File: src/rtl/decode_pkg.sv
// Shared definitions for the decode stage: branch condition encodings and
// default widths.
package decode_pkg;
  localparam int DATA_W_DEF    = 32;
  localparam int REG_COUNT_DEF = 32;

  typedef enum logic [2:0] {
    BR_EQ  = 3'd0,
    BR_NE  = 3'd1,
    BR_LEZ = 3'd2,
    BR_GTZ = 3'd3,
    BR_LTZ = 3'd4,
    BR_GEZ = 3'd5
  } br_op_t;
endpackage

File: src/rtl/decode_if.sv
// Decode-stage bus: IF/ID handshake with controller fields, writeback port,
// redirect to fetch and the ID/EX handshake.
interface decode_if #(
  parameter int DATA_W = 32,
  parameter int RA_W   = 5
);
  logic              if_valid;
  logic              if_ready;
  logic [31:0]       if_instr;
  logic [DATA_W-1:0] if_pc;

  logic              ctl_shamt, ctl_alusrc, ctl_zero_ext, ctl_jump, ctl_jump_reg;
  logic              ctl_branch, ctl_mem_read, ctl_reg_write, ctl_link;
  logic [2:0]        ctl_branch_op;
  logic [RA_W-1:0]   ctl_dest;

  logic              wb_we;
  logic [RA_W-1:0]   wb_addr;
  logic [DATA_W-1:0] wb_data;

  logic              redirect_valid;
  logic [DATA_W-1:0] redirect_pc;

  logic              ex_valid;
  logic              ex_ready;
  logic [DATA_W-1:0] ex_opa, ex_opb, ex_store;
  logic [RA_W-1:0]   ex_dest;
  logic              ex_reg_write, ex_mem_read, ex_link;
  logic [DATA_W-1:0] ex_link_pc;

  modport slave (
    input  if_valid, if_instr, if_pc,
    input  ctl_shamt, ctl_alusrc, ctl_zero_ext, ctl_jump, ctl_jump_reg,
    input  ctl_branch, ctl_mem_read, ctl_reg_write, ctl_link, ctl_branch_op, ctl_dest,
    input  wb_we, wb_addr, wb_data, ex_ready,
    output if_ready, redirect_valid, redirect_pc,
    output ex_valid, ex_opa, ex_opb, ex_store, ex_dest,
    output ex_reg_write, ex_mem_read, ex_link, ex_link_pc
  );

  modport master (
    output if_valid, if_instr, if_pc,
    output ctl_shamt, ctl_alusrc, ctl_zero_ext, ctl_jump, ctl_jump_reg,
    output ctl_branch, ctl_mem_read, ctl_reg_write, ctl_link, ctl_branch_op, ctl_dest,
    output wb_we, wb_addr, wb_data, ex_ready,
    input  if_ready, redirect_valid, redirect_pc,
    input  ex_valid, ex_opa, ex_opb, ex_store, ex_dest,
    input  ex_reg_write, ex_mem_read, ex_link, ex_link_pc
  );
endinterface

File: src/rtl/decode_regfile.sv
// 2R1W register file, register 0 hardwired to zero.
// ID_WB_BYPASS_EN: same-cycle writeback data is forwarded to the read ports.
module decode_regfile #(
  parameter int DATA_W    = 32,
  parameter int REG_COUNT = 32
) (
  input  logic                         clk,
  input  logic                         rst,
  input  logic [$clog2(REG_COUNT)-1:0] ra_addr,
  output logic [DATA_W-1:0]            ra_data,
  input  logic [$clog2(REG_COUNT)-1:0] rb_addr,
  output logic [DATA_W-1:0]            rb_data,
  input  logic                         we,
  input  logic [$clog2(REG_COUNT)-1:0] waddr,
  input  logic [DATA_W-1:0]            wdata
);
  logic [REG_COUNT-1:0][DATA_W-1:0] mem_q, mem_d;
  logic                             wr_en;

  assign wr_en = we && (waddr != '0);

  always_comb begin
    mem_d = mem_q;
    if (wr_en) mem_d[waddr] = wdata;
  end

  always_ff @(posedge clk or posedge rst) begin
    if (rst) mem_q <= '0;
    else     mem_q <= mem_d;
  end

  always_comb begin
    ra_data = (ra_addr == '0) ? '0 : mem_q[ra_addr];
    rb_data = (rb_addr == '0) ? '0 : mem_q[rb_addr];
`ifdef ID_WB_BYPASS_EN
    if (wr_en && waddr == ra_addr) ra_data = wdata;
    if (wr_en && waddr == rb_addr) rb_data = wdata;
`endif
  end
endmodule

File: src/rtl/pipelined_decode_stage.sv
// MIPS decode stage: operand select, branch/jump resolution, load-use stall
// and ID/EX register. Optional ID_WB_BYPASS_EN enables writeback forwarding.
module pipelined_decode_stage
  import decode_pkg::*;
#(
  parameter int DATA_W    = DATA_W_DEF,
  parameter int REG_COUNT = REG_COUNT_DEF
) (
  input  logic    clk,
  input  logic    rst,
  decode_if.slave bus
);
  localparam int RA_W = $clog2(REG_COUNT);

  typedef struct packed {
    logic              valid;
    logic [DATA_W-1:0] opa;
    logic [DATA_W-1:0] opb;
    logic [DATA_W-1:0] store;
    logic [RA_W-1:0]   dest;
    logic              reg_write;
    logic              mem_read;
    logic              link;
    logic [DATA_W-1:0] link_pc;
  } idex_t;

  idex_t             idex_q, idex_d;
  logic [RA_W-1:0]   rs, rt;
  logic [DATA_W-1:0] rs_data, rt_data, simm, imm, btgt, jtgt;
  logic              hazard, advance, if_ready, accept, br_cond, take;
  logic              unused_instr;

  assign rs = bus.if_instr[21 +: RA_W];
  assign rt = bus.if_instr[16 +: RA_W];
  assign unused_instr = ^bus.if_instr[31:26];

  decode_regfile #(.DATA_W(DATA_W), .REG_COUNT(REG_COUNT)) u_rf (
    .clk     (clk),
    .rst     (rst),
    .ra_addr (rs),
    .ra_data (rs_data),
    .rb_addr (rt),
    .rb_data (rt_data),
    .we      (bus.wb_we),
    .waddr   (bus.wb_addr),
    .wdata   (bus.wb_data)
  );

  always_comb begin
    simm = {{(DATA_W-16){bus.if_instr[15]}}, bus.if_instr[15:0]};
    imm  = bus.ctl_zero_ext ? {{(DATA_W-16){1'b0}}, bus.if_instr[15:0]} : simm;
    btgt = bus.if_pc + (simm << 2);
    jtgt = {bus.if_pc[DATA_W-1:28], bus.if_instr[25:0], 2'b00};

    // Sign/zero tests cover all single-operand conditions without a signed compare.
    case (bus.ctl_branch_op)
      BR_EQ:   br_cond = (rs_data == rt_data);
      BR_NE:   br_cond = (rs_data != rt_data);
      BR_LEZ:  br_cond = rs_data[DATA_W-1] || (rs_data == '0);
      BR_GTZ:  br_cond = !rs_data[DATA_W-1] && (rs_data != '0);
      BR_LTZ:  br_cond = rs_data[DATA_W-1];
      BR_GEZ:  br_cond = !rs_data[DATA_W-1];
      default: br_cond = 1'b0;
    endcase

    hazard  = idex_q.valid && idex_q.mem_read && (idex_q.dest != '0) &&
              ((idex_q.dest == rs) || (idex_q.dest == rt));
    advance = bus.ex_ready || !idex_q.valid;
    if_ready = !hazard && advance;
    accept  = bus.if_valid && if_ready;
    take    = bus.ctl_jump || bus.ctl_jump_reg || (bus.ctl_branch && br_cond);

    // Advancing without an accepted instruction loads a bubble.
    idex_d = idex_q;
    if (advance) begin
      idex_d = '0;
      if (accept) begin
        idex_d.valid     = 1'b1;
        idex_d.opa       = bus.ctl_shamt ? {{(DATA_W-5){1'b0}}, bus.if_instr[10:6]} : rs_data;
        idex_d.opb       = bus.ctl_alusrc ? imm : rt_data;
        idex_d.store     = rt_data;
        idex_d.dest      = bus.ctl_dest;
        idex_d.reg_write = bus.ctl_reg_write;
        idex_d.mem_read  = bus.ctl_mem_read;
        idex_d.link      = bus.ctl_link;
        idex_d.link_pc   = bus.if_pc;
      end
    end
  end

  always_ff @(posedge clk or posedge rst) begin
    if (rst) idex_q <= '0;
    else     idex_q <= idex_d;
  end

  assign bus.if_ready       = if_ready;
  assign bus.redirect_valid = accept && take;
  assign bus.redirect_pc    = bus.ctl_jump_reg ? rs_data : (bus.ctl_jump ? jtgt : btgt);

  assign bus.ex_valid     = idex_q.valid;
  assign bus.ex_opa       = idex_q.opa;
  assign bus.ex_opb       = idex_q.opb;
  assign bus.ex_store     = idex_q.store;
  assign bus.ex_dest      = idex_q.dest;
  assign bus.ex_reg_write = idex_q.reg_write;
  assign bus.ex_mem_read  = idex_q.mem_read;
  assign bus.ex_link      = idex_q.link;
  assign bus.ex_link_pc   = idex_q.link_pc;
endmodule

File: src/flat_wrapper.sv
// flat-port wrapper written by rule: the top's interface ports become plain ports
module pipelined_decode_stage_flat import decode_pkg::*;
#(
  parameter int DATA_W    = DATA_W_DEF,
  parameter int REG_COUNT = REG_COUNT_DEF
)
  (clk, rst, bus_if_valid, bus_if_instr, bus_if_pc, bus_ctl_shamt, bus_ctl_alusrc, bus_ctl_zero_ext, bus_ctl_jump, bus_ctl_jump_reg, bus_ctl_branch, bus_ctl_mem_read, bus_ctl_reg_write, bus_ctl_link, bus_ctl_branch_op, bus_ctl_dest, bus_wb_we, bus_wb_addr, bus_wb_data, bus_ex_ready, bus_if_ready, bus_redirect_valid, bus_redirect_pc, bus_ex_valid, bus_ex_opa, bus_ex_opb, bus_ex_store, bus_ex_dest, bus_ex_reg_write, bus_ex_mem_read, bus_ex_link, bus_ex_link_pc);
  decode_if #(.DATA_W(DATA_W), .RA_W((5))) bus_i ();
  input  logic clk;
  input  logic rst;
  input wire logic [$bits(bus_i.if_valid)-1:0] bus_if_valid;
  input wire logic [$bits(bus_i.if_instr)-1:0] bus_if_instr;
  input wire logic [$bits(bus_i.if_pc)-1:0] bus_if_pc;
  input wire logic [$bits(bus_i.ctl_shamt)-1:0] bus_ctl_shamt;
  input wire logic [$bits(bus_i.ctl_alusrc)-1:0] bus_ctl_alusrc;
  input wire logic [$bits(bus_i.ctl_zero_ext)-1:0] bus_ctl_zero_ext;
  input wire logic [$bits(bus_i.ctl_jump)-1:0] bus_ctl_jump;
  input wire logic [$bits(bus_i.ctl_jump_reg)-1:0] bus_ctl_jump_reg;
  input wire logic [$bits(bus_i.ctl_branch)-1:0] bus_ctl_branch;
  input wire logic [$bits(bus_i.ctl_mem_read)-1:0] bus_ctl_mem_read;
  input wire logic [$bits(bus_i.ctl_reg_write)-1:0] bus_ctl_reg_write;
  input wire logic [$bits(bus_i.ctl_link)-1:0] bus_ctl_link;
  input wire logic [$bits(bus_i.ctl_branch_op)-1:0] bus_ctl_branch_op;
  input wire logic [$bits(bus_i.ctl_dest)-1:0] bus_ctl_dest;
  input wire logic [$bits(bus_i.wb_we)-1:0] bus_wb_we;
  input wire logic [$bits(bus_i.wb_addr)-1:0] bus_wb_addr;
  input wire logic [$bits(bus_i.wb_data)-1:0] bus_wb_data;
  input wire logic [$bits(bus_i.ex_ready)-1:0] bus_ex_ready;
  output wire logic [$bits(bus_i.if_ready)-1:0] bus_if_ready;
  output wire logic [$bits(bus_i.redirect_valid)-1:0] bus_redirect_valid;
  output wire logic [$bits(bus_i.redirect_pc)-1:0] bus_redirect_pc;
  output wire logic [$bits(bus_i.ex_valid)-1:0] bus_ex_valid;
  output wire logic [$bits(bus_i.ex_opa)-1:0] bus_ex_opa;
  output wire logic [$bits(bus_i.ex_opb)-1:0] bus_ex_opb;
  output wire logic [$bits(bus_i.ex_store)-1:0] bus_ex_store;
  output wire logic [$bits(bus_i.ex_dest)-1:0] bus_ex_dest;
  output wire logic [$bits(bus_i.ex_reg_write)-1:0] bus_ex_reg_write;
  output wire logic [$bits(bus_i.ex_mem_read)-1:0] bus_ex_mem_read;
  output wire logic [$bits(bus_i.ex_link)-1:0] bus_ex_link;
  output wire logic [$bits(bus_i.ex_link_pc)-1:0] bus_ex_link_pc;
  assign bus_i.if_valid = bus_if_valid;
  assign bus_i.if_instr = bus_if_instr;
  assign bus_i.if_pc = bus_if_pc;
  assign bus_i.ctl_shamt = bus_ctl_shamt;
  assign bus_i.ctl_alusrc = bus_ctl_alusrc;
  assign bus_i.ctl_zero_ext = bus_ctl_zero_ext;
  assign bus_i.ctl_jump = bus_ctl_jump;
  assign bus_i.ctl_jump_reg = bus_ctl_jump_reg;
  assign bus_i.ctl_branch = bus_ctl_branch;
  assign bus_i.ctl_mem_read = bus_ctl_mem_read;
  assign bus_i.ctl_reg_write = bus_ctl_reg_write;
  assign bus_i.ctl_link = bus_ctl_link;
  assign bus_i.ctl_branch_op = bus_ctl_branch_op;
  assign bus_i.ctl_dest = bus_ctl_dest;
  assign bus_i.wb_we = bus_wb_we;
  assign bus_i.wb_addr = bus_wb_addr;
  assign bus_i.wb_data = bus_wb_data;
  assign bus_i.ex_ready = bus_ex_ready;
  assign bus_if_ready = bus_i.if_ready;
  assign bus_redirect_valid = bus_i.redirect_valid;
  assign bus_redirect_pc = bus_i.redirect_pc;
  assign bus_ex_valid = bus_i.ex_valid;
  assign bus_ex_opa = bus_i.ex_opa;
  assign bus_ex_opb = bus_i.ex_opb;
  assign bus_ex_store = bus_i.ex_store;
  assign bus_ex_dest = bus_i.ex_dest;
  assign bus_ex_reg_write = bus_i.ex_reg_write;
  assign bus_ex_mem_read = bus_i.ex_mem_read;
  assign bus_ex_link = bus_i.ex_link;
  assign bus_ex_link_pc = bus_i.ex_link_pc;
  pipelined_decode_stage #(.DATA_W(DATA_W), .REG_COUNT(REG_COUNT)) u_core (.clk(clk), .rst(rst), .bus(bus_i));
endmodule
File: config.mk
export PLATFORM = sky130hd
export DESIGN_NAME = pipelined_decode_stage_flat
export DESIGN_NICKNAME = d
export VERILOG_FILES = /design/src/rtl/decode_pkg.sv /design/src/rtl/decode_if.sv /design/src/rtl/decode_regfile.sv /design/src/rtl/pipelined_decode_stage.sv /design/src/flat_wrapper.sv
export SDC_FILE = /design/constraint.sdc
export NUM_CORES = 2
export LEC_CHECK = 0
export CORE_MARGIN = 10
export CORE_UTILIZATION = 65
export DETAILED_ROUTE_END_ITERATION = 10
export PLACE_DENSITY = 0.85
export REMOVE_ABC_BUFFERS = 1
export SYNTH_ARGS = -nofsm -noshare
export SYNTH_HDL_FRONTEND = slang
export SYNTH_SLANG_ARGS = --single-unit
File: constraint.sdc
create_clock -name clk -period 60.1 [get_ports clk]
set_input_delay 12.02 -clock clk [delete_from_list [all_inputs] [get_ports clk]]
set_output_delay 12.02 -clock clk [all_outputs]
set_load 0.05 [all_outputs]
# ---- Yosys cells after proc, flatten, opt, wreduce, memory -nomap -nowiden
# Index checks and enable logic that the tools add are counted.
# Widths: inputs -> output; s select.
dict set report word_totals {
  elab_cells 96
  register_bits 1161
  in_bits 123
}
dict set report classes {
  addsub 1
  n_eq_ne 9
  reduce_logical 25
  order_cmp 4
  n_mux 16
}
# operator count
set ops {}
lappend ops {{$bwmux 1024} 1}
lappend ops {{$bmux 32 s5} 2}
lappend ops {{$mux 32} 10}
lappend ops {{$demux 32 s5} 1}
lappend ops {{$mux 137} 1}
lappend ops {{$add 32x32->32} 1}
lappend ops {{$eq 32x32->1} 1}
lappend ops {{$logic_not 32->1} 1}
lappend ops {{$ne 32x32->1} 1}
lappend ops {{$reduce_bool 32->1} 1}
lappend ops {{$lt 5x6->1 const B} 3}
lappend ops {{$eq 5x5->1} 2}
lappend ops {{$logic_and 1x1->1} 10}
lappend ops {{$logic_not 5->1} 2}
lappend ops {{$reduce_bool 5->1} 2}
lappend ops {{$eq 3x2->1 const B} 2}
lappend ops {{$eq 3x3->1 const B} 2}
lappend ops {{$pmux 1 s6} 1}
lappend ops {{$ge 5x1->1 const B} 1}
lappend ops {{$logic_or 1x1->1} 5}
lappend ops {{$eq 3x1->1 const B} 1}
lappend ops {{$logic_not 1->1} 3}
lappend ops {{$logic_not 3->1} 1}

# ---- Longest topological paths before layout
dict set report depth {
  word_depth 9
  ltp_mapped 16
  depth_no_buf 14
}

# ---- Modules after synthesis
# Synthesis repeated with hierarchy kept, for this count alone.
dict set report hier_totals {
  hier_cells 4417
  hier_area_um2 62117.1
}
# mod cells_per_inst seq_area_each_um2 n_inst area_each_um2
set by_module_without_submodules {}
lappend by_module_without_submodules {decode_regfile 3628 25624.6 1 54315.8}
lappend by_module_without_submodules {pipelined_decode_stage 789 3428.3 1 7801.2}

# ---- Worst setup path after synthesis
# OpenSTA, ideal clock, no wires.
dict set report synth_path {
  path_kind {input -> output}
  from {in bus_if_pc[2]}
  to {out bus_redirect_pc[28]}
  setup_slack_ps 32834
  n_path_buf 0
  path_stages 14
  arrival_time_ps 15246
  cell_sequence {ha_1 -> inv_1 -> fa_1 -> nor2b_1 -> o21a_1 -> o21ai_0 -> o31ai_1 -> o221ai_1 -> nor2_1 -> o311ai_0 -> a21oi_1 -> xnor2_1 -> o21ai_0 -> a21boi_0}
}
dict set report synth_via {
  elab_chain_cells 3
}
# item line
set synth_lines {}
lappend synth_lines {{start, declared} flat_wrapper.sv:13} ;# input wire logic [$bits(bus_i.if_pc)-1:0] bus_if_pc;
lappend synth_lines {{$add 32x32->32} pipelined_decode_stage.sv:52} ;# btgt = bus.if_pc + (simm << 2);
lappend synth_lines {{$mux 32 (2 in series)} pipelined_decode_stage.sv:98} ;# assign bus.redirect_pc = bus.ctl_jump_reg ? rs_data : (bus.ctl_jump ? jtgt : btgt);
lappend synth_lines {{end, declared} flat_wrapper.sv:31} ;# output wire logic [$bits(bus_i.redirect_pc)-1:0] bus_redirect_pc;
# No other way between the ends.

# ---- Final worst setup path
dict set report layout_path {
  from {in bus_if_instr[21]}
  to {out bus_redirect_valid}
}
dict set report layout_via {
  elab_chain_cells 9
  word_cells_on_any_way 21
  classes_between {3 x eq/ne; 4 x mux; 14 x reduce/logical}
}
# item line
set layout_lines {}
lappend layout_lines {{start, declared} flat_wrapper.sv:12} ;# input wire logic [$bits(bus_i.if_instr)-1:0] bus_if_instr;
lappend layout_lines {{$bmux 32 s5} decode_regfile.sv:33} ;# ra_data = (ra_addr == '0) ? '0 : mem_q[ra_addr];
lappend layout_lines {{$mux 32 (implied by the code)} decode_regfile.sv:33}
lappend layout_lines {{$mux 32} decode_regfile.sv:33}
lappend layout_lines {{$reduce_bool 32->1 (tied with other cells)} pipelined_decode_stage.sv:60} ;# BR_GTZ: br_cond = !rs_data[DATA_W-1] && (rs_data != '0);
lappend layout_lines {{$logic_and 1x1->1 / $logic_or 1x1->1 (equally long branches)} {pipelined_decode_stage.sv:60, pipelined_decode_stage.sv:59}}
lappend layout_lines {{$pmux 1 s6} pipelined_decode_stage.sv:56} ;# case (bus.ctl_branch_op)
lappend layout_lines {{$logic_and 1x1->1} pipelined_decode_stage.sv:71} ;# take = bus.ctl_jump || bus.ctl_jump_reg || (bus.ctl_branch && br_cond);
lappend layout_lines {{$logic_or 1x1->1} pipelined_decode_stage.sv:71}
lappend layout_lines {{$logic_and 1x1->1 *} pipelined_decode_stage.sv:97} ;# assign bus.redirect_valid = accept && take;
lappend layout_lines {{end, declared} flat_wrapper.sv:30} ;# output wire logic [$bits(bus_i.redirect_valid)-1:0] bus_redirect_valid;
# Every way passes the cells marked *; elsewhere a longest branch is shown, timed or not. The select of a mux whose other input is x is not followed.

==> impl_results.md <==
* Post-synth EDFFs at 0
* RD Place Congestion at 0.943
* # resized after CTS at 0
* Yosys reg bits at 1152
* Power Density at 34.4 nW/um^2
* Fillers at 5640
* Final worst path period need at 31.28 ns
* Clk buf depth at 3
* Pins Over Slew Limit at 6
* Routed Antenna Nets at 0
* Pre-Repair DR Iteration Count at 9
* CP required at 48.08 ns
* H-tree depth at 3
* Fin Hold WS at 0.375 ns
* Initial antenna violation count at 14
* Die area at 107000 sq um
* Ratio of cells with drive above 1 in the final layout at 0.401
* Port Buffer Count at 287
* Core box area at 93500 sq um
* DRT Wirelength at 212000 microns
* Met2 WL post-DR at 90000 microns
* Startpoint types: primary input
* CP Capture Type: primary output
* Largest net degree at the start of global routing at 174
* Crit share post-route at 0.521
* Wire length on met1 at 73700 microns
* Fin. Hold Viols at 0
* Nets at 4625
* Via count at 44800
* Max FO, Critical Path at 29
* Least-Margin Pin Slew at 1.63 ns
* Syn-to-layout area delta at 12.1%
* Rel. slew slack at -0.0956
* Via density per instance at 7.68
* Die X at 327 microns
* DR WL/cell at 36.4 microns
* Synth unique cells at 71
* Number of CTS-inserted buffers at 118
* Total GRT Usage at 0.390
* Dpl hpwl at 127000 microns
* Post-CTS Setup Bufs at 0
* Synth Flop Type: dfrtp_1
* Post-Syn Area at 61400 sq um
* First-pass GRT wire length at 308000 microns
* # IOs at 294
* Sequential element share of the synthesized area at 0.469
* Max-cap violations at 1
* Slowest CP cell: o21ai_1
* Clock Sinks at 1152
* Final core utilization at 0.737
* Post-Route Skew at 0.0340 ns
* Initial core utilization at 0.657
* Row count at 112
* Number of global-route vias before repair at 45100
* Syn Inst Count at 4397
* Ys Warns at 0
* CTS hold repair buffers at 0
* Worst EP arrival at 19.26 ns
* Hold/Removal Path Class: reg -> reg
* Failing checks: capacitance limit, slew limit
* Clk_lat worst skew at 0.72 ns
* Status: finished with violations
* Initial DRC count at 6790
* Max layer used: met5
* Post-synth ARST share at 1.00
* Unrepaired setup endpoints after global routing: false
* Syn avg cell area at 14.0 sq um
* GRT overflow at 0
* Met3 routed WL at 33200 microns
* Worst path most repeated cell: buf_4
* Reg clk slew, reported paths at 0.07 ns
* Max IR drop VDD at 0.0262 mV
* CTS tree: yes
* Die Height at 327 microns
* Setup CP Type: in -> out
* Setup TNS at 0 ns
* Final setup viols at 0
* Slowest stage delay, CP at 1.25 ns
* Leak Pwr at 29.9 nW
* Post-route DRC at 0
* CTS Root Cell: clkbuf_16
* Max frequency at 32.0 MHz
* CP Cell Sequence: buf_8 -> buf_4 -> nor2b_4 -> buf_4 -> a22o_1 -> a221oi_1 -> o21ai_1 -> xor2_1 -> nor4_1 -> o2111ai_1 -> nor4_2 -> nor3_1 -> o31ai_1 -> a31o_1 -> clkdlybuf4s50_1
[per-layer routing]
metal,up-vias,track usage
met5,-,0
met4,14,0.244
li1,17000,-
met3,1009,0.169
met1,22900,0.494
met2,3894,0.549
[worst max-delay path: cells and delay by family]
| kind | cells | cell delay [ns] |
|---|---|---|
| AND/OR/NAND/NOR | 4 | 2.14 |
| AO/OA/AOI/OAI | 6 | 2.19 |
| XOR/XNOR | 1 | 0.46 |
| buffers and inverters | 4 | 2.27 |
[final cells by class]
| type | instances | area [sq um] | share of cell area |
|---|---|---|---|
| Inverter | 17 | 73.8 | 0.00107 |
| Clock inverter | 60 | 766 | 0.0111 |
| Antenna cell | 11 | 27.5 | 0.000400 |
| Timing Repair Buffer | 399 | 3750 | 0.0545 |
| Multi-Input combinational cell | 2784 | 30500 | 0.442 |
| Clock buffer | 159 | 3380 | 0.0491 |
| Tap cell | 1254 | 1570 | 0.0228 |
| Sequential cell | 1152 | 28800 | 0.419 |
[state kept, by name, indices dropped and copies added (netlist names)]
signal	count
u_core.u_rf.mem_q	1015
u_core.bus.ex_opb	32
u_core.bus.ex_valid	1
u_core.bus.ex_opa	32
u_core.bus.ex_link_pc	32
u_core.bus.ex_mem_read	1
u_core.bus.ex_store	32
u_core.bus.ex_dest	5
u_core.bus.ex_reg_write	1
u_core.bus.ex_link	1
[worst paths after layout]
check,cells after the start,from,slack (ns),to
worst max register to register,8,u_core.bus.ex_dest[0]$_DFFE_PP0N_,56.54,u_core.bus.ex_opa[31]$_DFFE_PP0N_
worst min-delay path,0,u_core.u_rf.mem_q[20]$_DFFE_PP0P_,0.37,u_core.u_rf.mem_q[20]$_DFFE_PP0P_
worst min register to register,0,u_core.u_rf.mem_q[20]$_DFFE_PP0P_,0.37,u_core.u_rf.mem_q[20]$_DFFE_PP0P_
worst max-delay path,15,bus_if_instr[21],28.82,bus_redirect_valid
max in group asynchronous,7,rst,43.51,u_core.bus.ex_opb[4]$_DFFE_PP0N_
min in group asynchronous,2,rst,11.85,u_core.bus.ex_link_pc[17]$_DFFE_PP0N_
[cell families (layout without fill, tap and decap cells)]
family | after synthesis | after routing | share of synthesized area
compound gates | 598 | 598 | 0.0664
simple gates | 462 | 462 | 0.0362
other cells | 0 | 11 | 0
buf+inv | 461 | 635 | 0.0384
fa+ha+maj | 30 | 30 | 0.00623
mux | 1625 | 1625 | 0.374
flops | 1152 | 1152 | 0.469
xor+xnor | 69 | 69 | 0.00984
[through the flow]
| step | total power, W | setup slack, ns | cell area [sq um] | instances |
|---|---|---|---|---|
| after floorplan | 0.00137 | 15.63 | 59100 | 3953 |
| after global placement | 0.00154 | 29.21 | 64700 | 5606 |
| after detailed placement | 0.00156 | 29.15 | 64700 | 5606 |
| after CTS | 0.00235 | 29.07 | 68800 | 5825 |
| after global routing | 0.00243 | 28.85 | 68800 | 5826 |
| final | 0.00237 | 28.82 | 68900 | 5836 |
[Yosys cell counts (51+ instances only)]
master,count,area (sq um)
o21ai_0,136,681
mux4_2,417,9390
o22ai_1,51,319
clkbuf_1,239,897
buf_2,66,330
nand2_1,177,664
mux2i_1,169,1690
dfrtp_1,1152,28800
buf_1,54,203
a22oi_1,68,510
nor2_1,97,364
a22o_1,74,648
a21oi_1,93,465
mux2_2,1028,11600
[where the power goes]
group / internal, W / total, W / switching (W)
combinational: 0.000278 / 0.000553 / 0.000275
sequential: 0.000916 / 0.00103 / 0.000110
clock: 0.000466 / 0.000788 / 0.000322
[cell usage in the layout (no fill, tap or decap), drive strengths merged, types with 10 or more instances in the layout]
cell	instances
nor2b	25
xor2	32
a22oi	69
mux2	1028
ha	29
nor4	25
nand2b	15
a211oi	35
clkbuf	159
buf	123
nor2	98
inv	21
a21o	19
nor3	14
o21ai	137
a221oi	42
mux4	428
nand4	14
a221o	19
or4	10
bufinv	17
dfrtp	1152
diode	11
o22ai	51
a21oi	93
nand3	31
clkinv	32
nand2	177
a22o	74
xnor2	37
clkdlybuf4s50	276
mux2i	169
No activity file was read; power rests on OpenSTA's default activity.
